`src/rtl/mips_pkg.sv`:
```
// rtl/mips_pkg.sv - shared types and constants for the instruction memory loader
package mips_pkg;

    localparam int          IMEM_ADDR_WIDTH = 8;
    localparam logic [31:0] IMEM_HALT_WORD  = 32'hFFFF_FFFF;

    typedef enum logic [2:0] {
        IDLE,
        CLEAR,
        RECV,
        WRITE,
        DONE
    } imem_ld_state_t;

endpackage

```
`src/rtl/imem_loader_if.sv`:
```
// rtl/imem_loader_if.sv - byte stream and instruction memory port bundle for the loader
interface imem_loader_if;

    logic [7:0]  rx_data;
    logic        rx_valid;
    logic        rx_ready;
    logic [31:0] fetch_pc;
    logic [31:0] mem_addr;
    logic        mem_we;
    logic [31:0] mem_wdata;

    modport master (
        input  rx_data, rx_valid, fetch_pc,
        output rx_ready, mem_addr, mem_we, mem_wdata
    );

    modport slave (
        output rx_data, rx_valid, fetch_pc,
        input  rx_ready, mem_addr, mem_we, mem_wdata
    );

endinterface

```
`src/rtl/imem_word_packer.sv`:
```
// rtl/imem_word_packer.sv - assembles four accepted bytes into a big-endian word
module imem_word_packer (
    input  logic        clk,
    input  logic        rst_n,
    input  logic        clear,
    input  logic        byte_valid,
    input  logic [7:0]  byte_data,
    output logic        word_valid,
    output logic [31:0] word
);

    logic [1:0] idx;

    // Shifting left puts the first byte of a word in [31:24] once four bytes are in.
    always_ff @(posedge clk or negedge rst_n) begin
        if (!rst_n) begin
            idx  <= 2'd0;
            word <= 32'h0;
        end else if (clear) begin
            idx  <= 2'd0;
            word <= 32'h0;
        end else if (byte_valid) begin
            idx  <= idx + 2'd1;
            word <= {word[23:0], byte_data};
        end
    end

    assign word_valid = byte_valid && (idx == 2'd3);

endmodule

```
`src/rtl/imem_loader.sv`:
```
// rtl/imem_loader.sv - clears, loads and arbitrates the instruction memory port
module imem_loader
    import mips_pkg::*;
#(
    parameter int          ADDR_WIDTH = IMEM_ADDR_WIDTH,
    parameter logic [31:0] HALT_WORD  = IMEM_HALT_WORD
) (
    input  logic                clk,
    input  logic                rst_n,
    input  logic                load_start,
    imem_loader_if.master       bus,
    output logic                cpu_hold,
    output logic                load_done,
    output logic                load_full,
    output logic [ADDR_WIDTH:0] words_loaded
);

    localparam logic [ADDR_WIDTH-1:0] PTR_MAX = {ADDR_WIDTH{1'b1}};
    localparam logic [ADDR_WIDTH:0]   WL_MAX  = {1'b1, {ADDR_WIDTH{1'b0}}};

    imem_ld_state_t        state;
    logic [ADDR_WIDTH-1:0] ptr;
    logic                  rx_ready_q;
    logic                  mem_we_q;
    logic                  word_valid;
    logic [31:0]           word;

    imem_word_packer u_packer (
        .clk        (clk),
        .rst_n      (rst_n),
        .clear      (state == CLEAR),
        .byte_valid (bus.rx_valid && rx_ready_q),
        .byte_data  (bus.rx_data),
        .word_valid (word_valid),
        .word       (word)
    );

    always_ff @(posedge clk or negedge rst_n) begin
        if (!rst_n) begin
            state        <= IDLE;
            ptr          <= '0;
            rx_ready_q   <= 1'b0;
            mem_we_q     <= 1'b0;
            cpu_hold     <= 1'b1;
            load_done    <= 1'b0;
            load_full    <= 1'b0;
            words_loaded <= '0;
        end else begin
            case (state)
                IDLE: begin
                    if (load_start) begin
                        state    <= CLEAR;
                        ptr      <= '0;
                        mem_we_q <= 1'b1;
                    end
                end
                CLEAR: begin
                    // ptr wraps back to 0 after the last address, ready for loading.
                    ptr <= ptr + ADDR_WIDTH'(1);
                    if (ptr == PTR_MAX) begin
                        state      <= RECV;
                        mem_we_q   <= 1'b0;
                        rx_ready_q <= 1'b1;
                    end
                end
                RECV: begin
                    if (word_valid) begin
                        state      <= WRITE;
                        rx_ready_q <= 1'b0;
                        mem_we_q   <= 1'b1;
                    end
                end
                WRITE: begin
                    mem_we_q <= 1'b0;
                    if (words_loaded != WL_MAX) begin
                        words_loaded <= words_loaded + (ADDR_WIDTH+1)'(1);
                    end
                    // Halt is checked first so a halt word in the last slot is not reported as full.
                    if (word == HALT_WORD) begin
                        state     <= DONE;
                        load_full <= 1'b0;
                        load_done <= 1'b1;
                        cpu_hold  <= 1'b0;
                    end else if (ptr == PTR_MAX) begin
                        state     <= DONE;
                        load_full <= 1'b1;
                        load_done <= 1'b1;
                        cpu_hold  <= 1'b0;
                    end else begin
                        state      <= RECV;
                        ptr        <= ptr + ADDR_WIDTH'(1);
                        rx_ready_q <= 1'b1;
                    end
                end
                DONE: begin
                    if (load_start) begin
                        state        <= CLEAR;
                        ptr          <= '0;
                        mem_we_q     <= 1'b1;
                        cpu_hold     <= 1'b1;
                        load_done    <= 1'b0;
                        load_full    <= 1'b0;
                        words_loaded <= '0;
                    end
                end
                default: begin
                    state <= IDLE;
                end
            endcase
        end
    end

    assign bus.rx_ready  = rx_ready_q;
    assign bus.mem_we    = mem_we_q;
    assign bus.mem_wdata = (state == WRITE) ? word : 32'h0;
    assign bus.mem_addr  = (state == CLEAR || state == WRITE)
                         ? {{(32-ADDR_WIDTH-2){1'b0}}, ptr, 2'b00}
                         : bus.fetch_pc;

endmodule

```
`src/flat_wrapper.sv`:
```
// flat-port wrapper written by rule: the top's interface ports become plain ports
module imem_loader_flat import mips_pkg::*;
#(
    parameter int          ADDR_WIDTH = IMEM_ADDR_WIDTH,
    parameter logic [31:0] HALT_WORD  = IMEM_HALT_WORD
)
  (clk, rst_n, load_start, cpu_hold, load_done, load_full, words_loaded, bus_rx_data, bus_rx_valid, bus_fetch_pc, bus_rx_ready, bus_mem_addr, bus_mem_we, bus_mem_wdata);
  imem_loader_if bus_i ();
  input  logic clk;
  input  logic rst_n;
  input  logic load_start;
  output logic cpu_hold;
  output logic load_done;
  output logic load_full;
  output logic [ADDR_WIDTH:0] words_loaded;
  input wire logic [$bits(bus_i.rx_data)-1:0] bus_rx_data;
  input wire logic [$bits(bus_i.rx_valid)-1:0] bus_rx_valid;
  input wire logic [$bits(bus_i.fetch_pc)-1:0] bus_fetch_pc;
  output wire logic [$bits(bus_i.rx_ready)-1:0] bus_rx_ready;
  output wire logic [$bits(bus_i.mem_addr)-1:0] bus_mem_addr;
  output wire logic [$bits(bus_i.mem_we)-1:0] bus_mem_we;
  output wire logic [$bits(bus_i.mem_wdata)-1:0] bus_mem_wdata;
  assign bus_i.rx_data = bus_rx_data;
  assign bus_i.rx_valid = bus_rx_valid;
  assign bus_i.fetch_pc = bus_fetch_pc;
  assign bus_rx_ready = bus_i.rx_ready;
  assign bus_mem_addr = bus_i.mem_addr;
  assign bus_mem_we = bus_i.mem_we;
  assign bus_mem_wdata = bus_i.mem_wdata;
  imem_loader #(.ADDR_WIDTH(ADDR_WIDTH), .HALT_WORD(HALT_WORD)) u_core (.clk(clk), .rst_n(rst_n), .load_start(load_start), .bus(bus_i), .cpu_hold(cpu_hold), .load_done(load_done), .load_full(load_full), .words_loaded(words_loaded));
endmodule
```
`config.mk`:
```
export PLATFORM = sky130hd
export DESIGN_NAME = imem_loader_flat
export DESIGN_NICKNAME = d
export VERILOG_FILES = /design/src/rtl/mips_pkg.sv /design/src/rtl/imem_loader_if.sv /design/src/rtl/imem_word_packer.sv /design/src/rtl/imem_loader.sv /design/src/flat_wrapper.sv
export SDC_FILE = /design/constraint.sdc
export NUM_CORES = 1
export LEC_CHECK = 0
export CORE_ASPECT_RATIO = 0.5
export CORE_UTILIZATION = 43
export DETAILED_ROUTE_END_ITERATION = 7
export PLACE_DENSITY = 0.84
export SYNTH_ARGS = -nofsm -noshare
export SYNTH_HDL_FRONTEND = slang
export SYNTH_SLANG_ARGS = --single-unit
```
`constraint.sdc`:
```
create_clock -name clk -period 2.3 [get_ports clk]
set_clock_uncertainty 0.15 [all_clocks]
set_input_delay 0.345 -clock clk [delete_from_list [all_inputs] [get_ports clk]]
set_output_delay 0.345 -clock clk [all_outputs]
set_load 0.005 [all_outputs]
```
Word level (Yosys, flattened, before mapping)
Index checks and enable logic that the tools add are counted.
{"block": "word_totals", "input_bits": 44, "out_inout_bits": 78, "regBits": 59, "elab_cells": 80}
{"block": "classes", "muxes": 35, "n_reduce_logical": 16, "addsub": 3, "eq_ne": 16}
{"operator": "$mux 32", "n": 4}
{"operator": "$eq 32x32->1 const B", "n": 1}
{"operator": "$mux 8", "n": 3}
{"operator": "$pmux 8 s3", "n": 1}
{"operator": "$mux 9", "n": 2}
{"operator": "$pmux 9 s2", "n": 1}
{"operator": "$mux 3", "n": 5}
{"operator": "$pmux 3 s4", "n": 1}
{"operator": "$mux 1", "n": 11}
{"operator": "$add 9x1->9 const B", "n": 1}
{"operator": "$ne 9x9->1 const B", "n": 1}
{"operator": "$reduce_and 3->1", "n": 3}
{"operator": "$add 8x1->8 const B", "n": 1}
{"operator": "$eq 8x8->1 const B", "n": 1}
{"operator": "$ne 2x2->1 const B", "n": 4}
{"operator": "$reduce_and 4->1", "n": 2}
{"operator": "$eq 3x2->1 const B", "n": 2}
{"operator": "$ne 2x1->1 const B", "n": 3}
{"operator": "$pmux 1 s2", "n": 3}
{"operator": "$reduce_bool 3->1", "n": 2}
{"operator": "$reduce_and 5->1", "n": 1}
{"operator": "$mux 2", "n": 2}
{"operator": "$pmux 1 s4", "n": 1}
{"operator": "$reduce_bool 2->1", "n": 2}
{"operator": "11 further kinds", "n": 12}

Longest topological paths before layout
Gate-level depths: netlist (run 1).
{"block": "logic_depth", "depth_word": 4, "mapped_depth": 7, "depth_no_buf": 6}

Hierarchy
From an unflattened synthesis (run 1), not the netlist that was laid out.
{"block": "hier_totals", "cells_unflattened": 363, "area_unflattened_um2": 3428.3}
{"module": "imem_loader", "cells_per_inst": 251, "area_per_inst_um2": 2000.7, "seq_area_each_um2": 626.9, "instances": 1}
{"module": "imem_word_packer", "cells_per_inst": 112, "area_per_inst_um2": 1427.6, "seq_area_each_um2": 850.8, "instances": 1}

Least setup slack after synthesis (run 1)
No wires, ideal clock.
{"block": "synth_timing", "path_kind": "register -> register", "startpoint": "register u_core.ptr[0]", "endpoint": "register u_core.ptr[7]", "arrival_ps": 1496, "setup_time_ps": 110, "t_required_ps": 2040, "slack_ps": 544, "synth_period_minus_slack_ps": 1756, "n_path_buf": 0, "stages_incl_launch_ff": 7, "cell_sequence": "dfrtp_1 ha_1 nand3_1 nor2_1 a21oi_2 a21oi_4 o41ai_1"}
{"block": "synth_via", "elab_chain_len": 4, "word_cells_on_any_way": 7, "classes_between": "add/sub (1); eq/ne (2); mux (3); reduce/logical (1)"}
{"item": "from (decl)", "line": "imem_loader.sv:22", "rtl": "logic [ADDR_WIDTH-1:0] ptr;"}
{"item": "from (signal assigned)", "line": "imem_loader.sv:59", "rtl": "ptr <= ptr + ADDR_WIDTH'(1);"}
{"item": "from (signal assigned)", "line": "imem_loader.sv:91", "rtl": "ptr <= ptr + ADDR_WIDTH'(1);"}
{"item": "$add 8x1->8", "line": "imem_loader.sv:59, imem_loader.sv:91"}
{"item": "$mux 8", "line": "imem_loader.sv:84", "rtl": "end else if (ptr == PTR_MAX) begin"}
{"item": "$mux 8", "line": "imem_loader.sv:79", "rtl": "if (word == HALT_WORD) begin"}
{"item": "$pmux 8 s3", "line": "imem_loader.sv:49", "rtl": "case (state)"}
Parallel ways exist; a longest one is shown, timed or not. The select of a mux whose other input is x is not followed.
A chain may end at the register's enable or synchronous reset.

Worst setup path in the final report (run 1)
{"block": "layout_timing", "startpoint": "register u_core.state[0]", "endpoint": "output bus_mem_addr[3]"}
{"block": "layout_via", "elab_chain_len": 3, "word_cells_on_any_way": 4, "classes_between": "eq/ne (2); mux (1); reduce/logical (1)"}
{"item": "from (decl)", "line": "imem_loader.sv:21", "rtl": "imem_ld_state_t state;"}
{"item": "from (signal assigned)", "line": "imem_loader.sv:40", "rtl": "state <= IDLE;"}
{"item": "from (signal assigned)", "line": "imem_loader.sv:52", "rtl": "state <= CLEAR;"}
{"item": "from (signal assigned)", "line": "imem_loader.sv:61", "rtl": "state <= RECV;"}
{"item": "$eq 3x1->1 / $eq 3x2->1 (equally long branches)", "line": "imem_loader.sv:116", "rtl": "assign bus.mem_addr = (state == CLEAR || state == WRITE)"}
{"item": "$logic_or 1x1->1 *", "line": "imem_loader.sv:116"}
{"item": "$mux 32 *", "line": "imem_loader.sv:117", "rtl": "? {{(32-ADDR_WIDTH-2){1'b0}}, ptr, 2'b00}"}
{"item": "to (decl)", "line": "flat_wrapper.sv:20", "rtl": "output wire logic [$bits(bus_i.mem_addr)-1:0] bus_mem_addr;"}
Every way passes the cells marked *; elsewhere a longest branch is shown, timed or not.

==> results.sh, run 1 <==
export IMPL_whs_endpoint="u_core.load_done"
export IMPL_cts_root_buffer="clkbuf_16"
export IMPL_antennaDiodeCount=0
export IMPL_synthTopCellsByArea="dfrtp_1 43%, nand2_1 11%, and3_1 7.1%"
export IMPL_critical_path_class="reg -> out"
export IMPL_cp_slowest_stage_delay_ns=0.45
export IMPL_grt_pass1_vias=3185
export IMPL_synth_cell_types=42
export IMPL_synth_warnings=0
export IMPL_fillCellCount=533
export IMPL_status="finished, final reports clean"
export IMPL_tritoncts="done"
export IMPL_clk_pin_slew_ns=0.05
export IMPL_synth_cells=403
export IMPL_start_kind="flop"
export IMPL_ir_drop_v=0.000426
export IMPL_place_congestion=0.827
export IMPL_wire_per_inst_um=15.8
export IMPL_synth_simple_gate_area_share_pct=33.9
export IMPL_final_setup_viol_count=0
export IMPL_final_cell_area_sq_um=5200
export IMPL_grt_ovfl_total=0
export IMPL_dieArea_sq_um=8150
export IMPL_hold_start="u_core.load_done"
export IMPL_crit_arrival_ns=1.77
export IMPL_synth_mux_area_share_pct=0.300
export IMPL_syn_area_sq_um=3340
export IMPL_crit_required_ns=1.80
export IMPL_die_h_um=64.3
export IMPL_post_dp_hpwl_mm=6.20
export IMPL_fin_crit_sh_pct=98.4
export IMPL_finalNetCount=581
export IMPL_seq_area_frac_synth_pct=44.2
export IMPL_port_buffers=121
export IMPL_pin_count=122
export IMPL_synth_largest_area_cell="dfrtp_1"
export IMPL_r2r_start="u_core.ptr[0]"
export IMPL_hold_viol=0
export IMPL_period_needed_ns=2.26
export IMPL_synthTopCellsByCount="102 x nand2_1, 58 x dfrtp_1, 38 x and3_1"
export IMPL_drt_iter0_markers=235
export IMPL_synth_compound_area_share_pct=14.6
export IMPL_cts_sinks=59
export IMPL_max_slew_worst_pin_slew_ns=0.573
export IMPL_drc=0
export IMPL_synth_top_family_by_area="simple AND/OR/NAND/NOR gates"
export IMPL_slowest_stage="dfrtp_2"
export IMPL_final_max_slew_viol_count=0
export IMPL_synth_xor_area_share_pct=1.05
export IMPL_multi_input_area_sq_um=1730
export IMPL_fmax_ghz=0.442
export IMPL_start_util_pct=45.0
export IMPL_relSlewSlack_pct=61.8
export IMPL_reg2reg_slack_ns=0.20
export IMPL_place_area_sq_um=4670
export IMPL_worstSetupEndpointType="output pin"
export IMPL_area_delta_synth_final_pct=55.5
export IMPL_fp_coreArea_sq_um=7430
export IMPL_dr_pass1_iters=4
export IMPL_syn_num_nets=451
export IMPL_drtAntennaViolNets=0
export IMPL_grtUsageTotal_pct=24.9
export IMPL_insertion_delay_ns=0.33
export IMPL_async_reset_ff_share_pct=100
export IMPL_yosysMostFrequentCell="nand2_1"
export IMPL_hold_depth=2
export IMPL_synth_edff_count=0
export IMPL_r2r_cells=6
export IMPL_fin_ws_ns=0.0379
export IMPL_wl_mm=10.0
export IMPL_std_cell_rows=22
export IMPL_power_density_nw_per_um2=650
export IMPL_sequential_cell_area_sq_um=1480
export IMPL_layout_drive_gt1_share_pct=10.8
export IMPL_hold_path_class="reg -> reg"
export IMPL_die_x_um=127
export IMPL_crit_path_max_fanout=5
export IMPL_synthFlopType="dfrtp_1"
export IMPL_synth_top_area_share_pct=43.4
export IMPL_htree_levels=3
export IMPL_dp_slack_ns=0.159
export IMPL_numCtsBuffers=9
export IMPL_cp_cell_sequence="and2b_4, buf_12, buf_8, buf_4, nand2_1, nand2_1, dlygate4sd2_1"
export IMPL_leakagePower_nw=2.92
export IMPL_clockBufferDepth=2
export IMPL_maxCapViolCount=0
export IMPL_postSynthAreaPerCell_sq_um=8.29
export IMPL_grt_max_degree=38
export IMPL_synth_seq_cells=59
export IMPL_viasPerCell=5.49
export IMPL_rr_endpoint="u_core.ptr[7]"
export IMPL_grt_pass1_wl_mm=15.9
export IMPL_num_vias=3479
export IMPL_antenna_found_initial=0
export IMPL_crit_top_cell="nand2_1"
export IMPL_yosys_area_share_adder_pct=1.50
metal layers:
metal	GRT usage [%]	up-vias	part of all wire, %
li1	-	1655	-
met1	31.0	1635	42
met2	41.6	165	48
met3	7.62	24	8.2
met4	8.33	0	2.0
met5	0	-	0
worst max-delay path by stage:
stage / start / to / depth (start not counted)
2_1_floorplan: u_core.ptr[0] / u_core.ptr[7] / 6
3_3_place_gp: u_core.state[2] / bus_mem_wdata[5] / 4
3_5_place_dp: u_core.state[2] / bus_mem_wdata[19] / 4
4_1_cts: u_core.state[2] / bus_mem_wdata[26] / 4
5_1_grt: u_core.state[0] / bus_mem_addr[3] / 7
6_report: u_core.state[0] / bus_mem_addr[3] / 7
cell type report:
class / count / area share (%)
Timing Repair Buffer: 146 / 29.8
Sequential cell: 59 / 28.5
Tap cell: 96 / 2.31
Clock buffer: 10 / 4.60
Multi-Input combinational cell: 312 / 33.3
Inverter: 5 / 0.361
Clock inverter: 6 / 1.23
state kept, by name (all words and copies together) (netlist names), 2 cells and up:
name,count
u_core.u_packer.word,32
u_core.words_loaded,9
u_core.ptr,8
u_core.state,3
u_core.u_packer.idx,2
critical path, delay by kind of cell, from the launching register on:
| family | cells | cell delay, ns |
|---|---|---|
| buffers and inverters | 4 | 0.64 |
| DFF | 1 | 0.45 |
| and+or+nand+nor | 3 | 0.34 |
metrics by stage:
stage               hold slack (ns)  cells  power, W  utilization [%]  setup TNS, ns
global route                  0.368    634   0.00353             69.9       -0.00312
detailed placement            0.213    607   0.00195             62.8              0
finish                        0.346    634   0.00338             69.9              0
global placement              0.208    607   0.00194             62.8              0
floorplan                    -0.101    403   0.00155                -              0
CTS                           0.345    632   0.00336             68.3              0
report_power, final:
group          internal, W  total (W)  switching, W
Clock             0.000866    0.00136      0.000489
Sequential         0.00111    0.00122      0.000110
Combinational     0.000425   0.000797      0.000372
cell usage in the layout, fill, tap and decap left out, drive strengths merged, types with 2 or more instances in the layout:
cell type	netlist	final
o31ai	5	5
xor2	3	3
nand4	17	17
nor4	3	3
inv	5	6
clkdlybuf4s50	0	56
a22o	2	2
nand2	102	102
and3	39	39
dfrtp	58	58
buf	7	24
dlymetal6s2s	0	32
nand2b	5	5
clkbuf	20	11
nor2	19	19
clkdlybuf4s15	0	3
dlygate4sd2	0	29
a21oi	38	38
clkinvlp	0	2
nand3	8	8
clkinv	0	2
o21ai	20	20
o311ai	6	6
and2	27	27
ha	4	4
what timing repair did:
action,in CTS,in global routing
endpoints found under the setup margin,64,40
hold buffers,1,0
endpoints found under the hold margin,23,0
cloned,2,1
setup buffers,6,1
gates resized for setup,44,36
cell families (layout without fill, tap and decap cells):
logic type	after synthesis	in the layout
AND/OR/NAND/NOR	225	225
AO/OA/AOI/OAI	78	78
flip-flops	59	59
buffers and inverters	32	167
adder cells (fa/ha/maj)	4	4
XOR/XNOR	4	4
multiplexers	1	1
(Power assumes the default switching activity.)
==> run 2, diff against run 1 <==
--- a/config.mk
+++ b/config.mk
@@ -8,7 +8,8 @@
 export CORE_ASPECT_RATIO = 0.5
 export CORE_UTILIZATION = 43
 export DETAILED_ROUTE_END_ITERATION = 7
-export PLACE_DENSITY = 0.84
+export PLACE_DENSITY = 0.83
 export SYNTH_ARGS = -nofsm -noshare
 export SYNTH_HDL_FRONTEND = slang
+export SYNTH_HIERARCHICAL = 1
 export SYNTH_SLANG_ARGS = --single-unit
==> run 2 against run 1 <==
  * The flow now finishes with violations (negative setup slack)
  * Sequential share of layout area rose by 0.089 points
  * Register-to-register slack gained 0.02 ns
  * Worst hold slack improved by 0.040 ns
  * Utilization down 1.1 points
  * Sequential power shrank 3%
  * Final area shrank 0.48%
  * Critical path depth decreased by 3
  * Die area grew 2.5%
  * Critical endpoint is now bus_mem_wdata[27]
  * Largest power group unchanged
==> results.sh, run 2 <==
export IMPL_status="finished with violations"
export IMPL_violations="negative setup slack"
export IMPL_area_delta_synth_final_pct=50.8
export IMPL_synth_edff_count=0
export IMPL_async_reset_ff_share_pct=100
export IMPL_period_needed_ns=2.35
export IMPL_fp_coreArea_sq_um=7510
export IMPL_start_util_pct=45.6
export IMPL_dr_pass1_iters=5
export IMPL_final_setup_viol_count=6
export IMPL_viasPerCell=5.20
export IMPL_postSynthAreaPerCell_sq_um=9.44
export IMPL_clk_pin_slew_ns=0.05
export IMPL_grtUsageTotal_pct=22.5
export IMPL_leakagePower_nw=2.45
export IMPL_synth_cells=363
export IMPL_reg_largest_list="u_core/u_packer/word: 32 flops, u_core/words_loaded: 9 flops, u_core/ptr: 8 flops"
export IMPL_drtAntennaViolNets=0
export IMPL_crit_arrival_ns=1.85
export IMPL_die_x_um=128
export IMPL_crit_path_max_fanout=10
export IMPL_max_slew_worst_pin_slew_ns=0.536
export IMPL_post_dp_hpwl_mm=6.20
export IMPL_final_util_pct=68.8
export IMPL_port_buffers=121
export IMPL_grt_pass1_wl_mm=14.7
export IMPL_layout_drive_gt1_share_pct=11.2
export IMPL_fmax_ghz=0.426
export IMPL_numCtsBuffers=9
export IMPL_std_cell_rows=22
export IMPL_seq_area_frac_synth_pct=43.1
export IMPL_wl_mm=9.09
export IMPL_synthFlopType="dfrtp_1"
export IMPL_rsz0062_at_grt="true"
export IMPL_worstSetupEndpointType="output pin"
export IMPL_synth_top_area_share_pct=42.3
export IMPL_maxCapViolCount=0
export IMPL_met2_usage_pct=38.6
export IMPL_antennaDiodeCount=0
export IMPL_synthTopCellsByCount="59 x and2_1, 58 x dfrtp_1, 49 x nor2_1"
export IMPL_power_density_nw_per_um2=669
export IMPL_syn_area_sq_um=3430
export IMPL_grt_most_used_layer="met2"
export IMPL_use_met1_pct=28.2
export IMPL_net_switching_power_w=0.000864
export IMPL_final_max_slew_viol_count=0
export IMPL_final_cell_mix="99 x clkdlybuf4s50_1, 58 x dfrtp_1, 56 x and2_1, 48 x nor2_1, 33 x mux2i_1"
export IMPL_syn_num_nets=411
export IMPL_rr_endpoint="u_core/ptr[0]"
export IMPL_fin_crit_sh_pct=102
export IMPL_htree_levels=3
export IMPL_hold_path_class="in -> async"
export IMPL_intPower_w=0.00260
export IMPL_final_cells=606
export IMPL_hold_viol=0
export IMPL_whs_ns=0.386
export IMPL_crit_required_ns=1.80
export IMPL_yosysMostFrequentCell="and2_1"
export IMPL_relSlewSlack_pct=64.2
export IMPL_grt_ovfl_total=0
export IMPL_worstSetupStartpoint="u_core/state[2]"
export IMPL_cts_root_buffer="clkbuf_16"
export IMPL_ir_drop_v=0.000441
export IMPL_largest_register_ffs=32
export IMPL_final_common_cell="clkdlybuf4s50_1"
export IMPL_placed_cells=587
export IMPL_critical_path_class="reg -> out"
export IMPL_r2r_cells=6
export IMPL_grtUsageMet3_pct=6.27
export IMPL_tritoncts="done"
export IMPL_cp_cell_sequence="and3b_2, buf_6, and2_1, clkdlybuf4s50_1"
export IMPL_reg2reg_slack_ns=0.22
export IMPL_pin_count=122
export IMPL_wire_per_inst_um=15.0
export IMPL_place_congestion=0.856
export IMPL_drc=0
export IMPL_synth_seq_cells=59
export IMPL_synthTopCellsByArea="dfrtp_1 42%, and2_1 11%, mux2i_1 9.6%"
export IMPL_insertion_delay_ns=0.32
export IMPL_synth_largest_area_cell="dfrtp_1"
export IMPL_dieArea_sq_um=8360
export IMPL_top_register="u_core/u_packer/word"
export IMPL_start_kind="flop"
export IMPL_swShare_pct=25.0
export IMPL_antenna_found_initial=0
export IMPL_synth_warnings=6
export IMPL_dp_slack_ns=0.213
export IMPL_clockBufferDepth=2
export IMPL_drt_iter0_markers=185
export IMPL_p_seq_share_pct=34.0
export IMPL_clockPowerShare_pct=44.9
export IMPL_grt_pass1_vias=2977
export IMPL_die_h_um=65.1
export IMPL_grt_max_degree=37
export IMPL_num_vias=3153
export IMPL_endpoint="bus_mem_wdata[27]"
export IMPL_p_comb_share_pct=21.1
export IMPL_r2r_start="u_core/u_packer/word[23]"
export IMPL_finalNetCount=541
export IMPL_cp_slowest_stage_delay_ns=0.50
export IMPL_cts_sinks=59
export IMPL_fin_ws_ns=-0.0499
export IMPL_slowest_stage="clkdlybuf4s50_1"
export IMPL_synth_cell_types=48
-- run 2: worst min-delay path by stage --
stage / start / slack, ns / endpoint / cells past startpoint
final: rst_n / 0.39 / u_core/u_packer/word[11] / 2
after global routing: u_core/cpu_hold / 0.41 / u_core/cpu_hold / 1
after CTS: u_core/ptr[6] / 0.39 / u_core/ptr[6] / 1
after detailed placement: rst_n / 0.20 / u_core/u_packer/word[25] / 1
after global placement: rst_n / 0.21 / u_core/u_packer/word[18] / 1
after floorplan: rst_n / -0.10 / u_core/bus.mem_we / 0
-- run 2: cell families (layout without fill, tap and decap cells) --
logic type | Yosys count | count (layout) | share of synthesized area, %
compound gates | 49 | 49 | 9.89
xor+xnor | 6 | 6 | 1.53
fa+ha+maj | 4 | 4 | 1.46
buf+inv | 29 | 164 | 5.73
flops | 59 | 59 | 43.1
mux | 34 | 34 | 9.96
simple gates | 182 | 182 | 28.3
-- run 2: area by class of cell --
class / instances / area, sq um
Clock buffer: 10 / 239
Clock inverter: 6 / 111
Fill cell: 586 / 2340
Inverter: 6 / 22.5
Multi-Input combinational cell: 275 / 1760
Sequential cell: 59 / 1480
Tap cell: 108 / 135
Timing Repair Buffer: 142 / 1420
-- run 2: repair_timing --
action                                  CTS  global route
buffers inserted                          1             0
gates cloned                              1             0
pin swaps                                 0             0
endpoints found under the setup margin   28            30
hold endpoints to repair                 20             0
hold buffers                              1             0
resized for setup                        18            12
-- run 2: routing by layer --
layer	part of all wire, %	up-vias
li1	-	1511
met1	44	1515
met2	48	125
met3	7.5	2
met4	0.26	0
met5	0	-
-- run 2: power by group through the flow --
| stage | Clock (W) | Sequential [W] | Combinational, W |
|---|---|---|---|
| 2_1_floorplan | 0 | 0.00119 | 0.000346 |
| 3_3_place_gp | 0 | 0.00119 | 0.000716 |
| 3_5_place_dp | 0 | 0.00119 | 0.000724 |
| 4_1_cts | 0.00157 | 0.00118 | 0.000738 |
| 5_1_grt | 0.00163 | 0.00119 | 0.000795 |
| 6_report | 0.00155 | 0.00118 | 0.000730 |
-- run 2: stage by stage --
step | setup TNS, ns | area, sq um | power [W]
2_1_floorplan | 0 | 3430 | 0.00154
3_3_place_gp | 0 | 4760 | 0.00191
3_5_place_dp | 0 | 4760 | 0.00192
4_1_cts | -0.0310 | 5140 | 0.00349
5_1_grt | -1.14 | 5170 | 0.00361
6_report | -0.0620 | 5170 | 0.00346
-- run 2: worst max-delay path, delay by kind of cell, from the launching register on --
family,cells,cell delay (ns)
DFF,1,0.39
buffers and inverters,2,0.67
and+or+nand+nor,2,0.47
==> run 3, diff against run 2 <==
--- a/config.mk
+++ b/config.mk
@@ -6,7 +6,7 @@
 export NUM_CORES = 1
 export LEC_CHECK = 0
 export CORE_ASPECT_RATIO = 0.5
-export CORE_UTILIZATION = 43
+export CORE_UTILIZATION = 41
 export DETAILED_ROUTE_END_ITERATION = 7
 export PLACE_DENSITY = 0.83
 export SYNTH_ARGS = -nofsm -noshare
==> constraint.sdc (replaced) <==
create_clock -name clk -period 2 [get_ports clk]
set_clock_uncertainty 0.15 [all_clocks]
set_input_delay 0.3 -clock clk [delete_from_list [all_inputs] [get_ports clk]]
set_output_delay 0.3 -clock clk [all_outputs]
set_load 0.02 [all_outputs]
==> run 3 against run 2 <==
  * The flow now finishes without violations
  * Largest power group unchanged
  * Sequential share of layout area grew 0.93 points
  * Global-route usage shrank 1.4 points
  * First-iteration DRC count shrank 13%
  * Count of clock-buffer cells in the layout grew 2
  * Final area shrank 3.1%
  * Register-to-register slack lost 0.16 ns
  * Critical path depth is the same
  * Non-clock buffer count grew 22
  * Flip-flop and latch count is the same
  * Utilization shrank 6.7 points
  * Total power grew 13%
  * Routed wire length grew 1.8%
==> results.sh, run 3 (same netlist as run 2, synthesis figures left out) <==
export IMPL_top_register="u_core/u_packer/word"
export IMPL_period_needed_ns=1.95
export IMPL_htree_levels=3
export IMPL_wl_mm=9.26
export IMPL_start_util_pct=42.5
export IMPL_largest_register_ffs=32
export IMPL_tritoncts="done"
export IMPL_power_w=0.00390
export IMPL_start_kind="flop"
export IMPL_viasPerCell=5.12
export IMPL_num_vias=3237
export IMPL_clockBufferDepth=2
export IMPL_ir_drop_v=0.000392
export IMPL_final_cell_mix="58 x and2_1, 58 x dfrtp_1, 56 x clkdlybuf4s50_1, 48 x nor2_1, 41 x buf_2"
export IMPL_grt_pass1_vias=2913
export IMPL_drt_iter0_markers=161
export IMPL_critical_path_class="reg -> out"
export IMPL_status="finished, final reports clean"
export IMPL_drtAntennaViolNets=0
export IMPL_pin_count=122
export IMPL_place_area_sq_um=4950
export IMPL_final_cells=632
export IMPL_worstSetupEndpointType="output pin"
export IMPL_crit_path_max_fanout=36
export IMPL_grt_pass1_wl_mm=14.5
export IMPL_fillCellCount=701
export IMPL_relSlewSlack_pct=73.7
export IMPL_post_dp_hpwl_mm=6.40
export IMPL_die_h_um=66.7
export IMPL_numCtsBuffers=9
export IMPL_reg2reg_slack_ns=0.06
export IMPL_grt_ovfl_total=0
export IMPL_place_congestion=0.814
export IMPL_sequential_cell_area_sq_um=1480
export IMPL_rsz0062_at_grt="false"
export IMPL_fp_coreArea_sq_um=8060
export IMPL_hold_path_class="in -> async"
export IMPL_insertion_delay_ns=0.32
export IMPL_multi_input_area_sq_um=1780
export IMPL_grt_max_degree=37
export IMPL_maxCapViolCount=0
export IMPL_layout_drive_gt1_share_pct=27.1
export IMPL_final_max_slew_viol_count=0
export IMPL_whs_ns=0.279
export IMPL_power_density_nw_per_um2=778
export IMPL_port_buffers=121
export IMPL_grtUsageTotal_pct=21.1
export IMPL_cts_sinks=59
export IMPL_dieArea_sq_um=8750
export IMPL_cts_root_buffer="clkbuf_16"
export IMPL_crit_arrival_ns=1.50
export IMPL_antenna_found_initial=0
export IMPL_area_delta_synth_final_pct=46.1
export IMPL_placed_cells=611
export IMPL_final_util_pct=62.2
export IMPL_drc=0
export IMPL_final_cell_area_sq_um=5010
export IMPL_die_x_um=131
export IMPL_reg_largest_list="u_core/u_packer/word: 32 flops, u_core/words_loaded: 9 flops, u_core/ptr: 8 flops"
export IMPL_wire_per_inst_um=14.6
export IMPL_final_setup_viol_count=0
export IMPL_leakagePower_nw=2.44
export IMPL_clk_pin_slew_ns=0.05
export IMPL_dr_pass1_iters=4
export IMPL_crit_required_ns=1.55
export IMPL_fin_crit_sh_pct=97.5
export IMPL_antennaDiodeCount=0
export IMPL_std_cell_rows=23
export IMPL_hold_viol=0
export IMPL_finalNetCount=563
export IMPL_max_slew_worst_pin_slew_ns=0.389
export IMPL_fmax_ghz=0.513
-- run 3: timing repair --
action	in CTS	in global routing
pin swaps	0	2
buffers inserted	1	3
resized for setup	176	62
hold buffers	1	0
setup endpoints to repair	64	55
endpoints found under the hold margin	13	0
-- run 3: worst max-delay path, cell delays in order, from the launching register on --
cell,delay (ns)
dfrtp_1,0.39
nand2b_1,0.18
buf_12,0.17
and2_1,0.16
clkdlybuf4s15_2,0.25
-- run 3: layout make-up --
class	instances	area share (%)
Tap cell	112	2.80
Timing Repair Buffer	164	25.6
Clock buffer	12	5.12
Inverter	6	0.450
Clock inverter	4	0.974
Multi-Input combinational cell	275	35.6
Sequential cell	59	29.5
-- run 3: through the flow --
step	setup TNS (ns)	setup WS, ns
2_1_floorplan	0	0.0650
3_3_place_gp	0	0.0107
3_5_place_dp	-0.510	-0.0599
4_1_cts	0	0.0000140
5_1_grt	0	0.00240
6_report	0	0.0508
-- run 3: where the power goes --
part	switching, W	internal, W
Clock	0.000539	0.00103
Combinational	0.000548	0.000452
Sequential	0.0000602	0.00127
Total	0.00115	0.00275
-- run 3: final timing paths --
| path | end | depth (start not counted) | start |
|---|---|---|---|
| max | bus_mem_addr[31] | 4 | u_core/state[2] |
| min | u_core/words_loaded[5] | 2 | rst_n |
| max reg2reg | u_core/ptr[3] | 6 | u_core/ptr[0] |
| min reg2reg | u_core/u_packer/idx[1] | 2 | u_core/u_packer/idx[1] |
| max in group asynchronous | u_core/cpu_hold | 3 | rst_n |
| min in group clk | u_core/u_packer/idx[1] | 2 | u_core/u_packer/idx[1] |
-- run 3: per-layer routing --
| metal | vias to the layer above | wire length, um | track usage (%) |
|---|---|---|---|
| met3 | 10 | 608 | 6.01 |
| li1 | 1553 | - | - |
| met4 | 0 | 110 | 7.41 |
| met5 | - | 0 | 0 |
| met2 | 127 | 4380 | 36.0 |
| met1 | 1547 | 4150 | 26.1 |
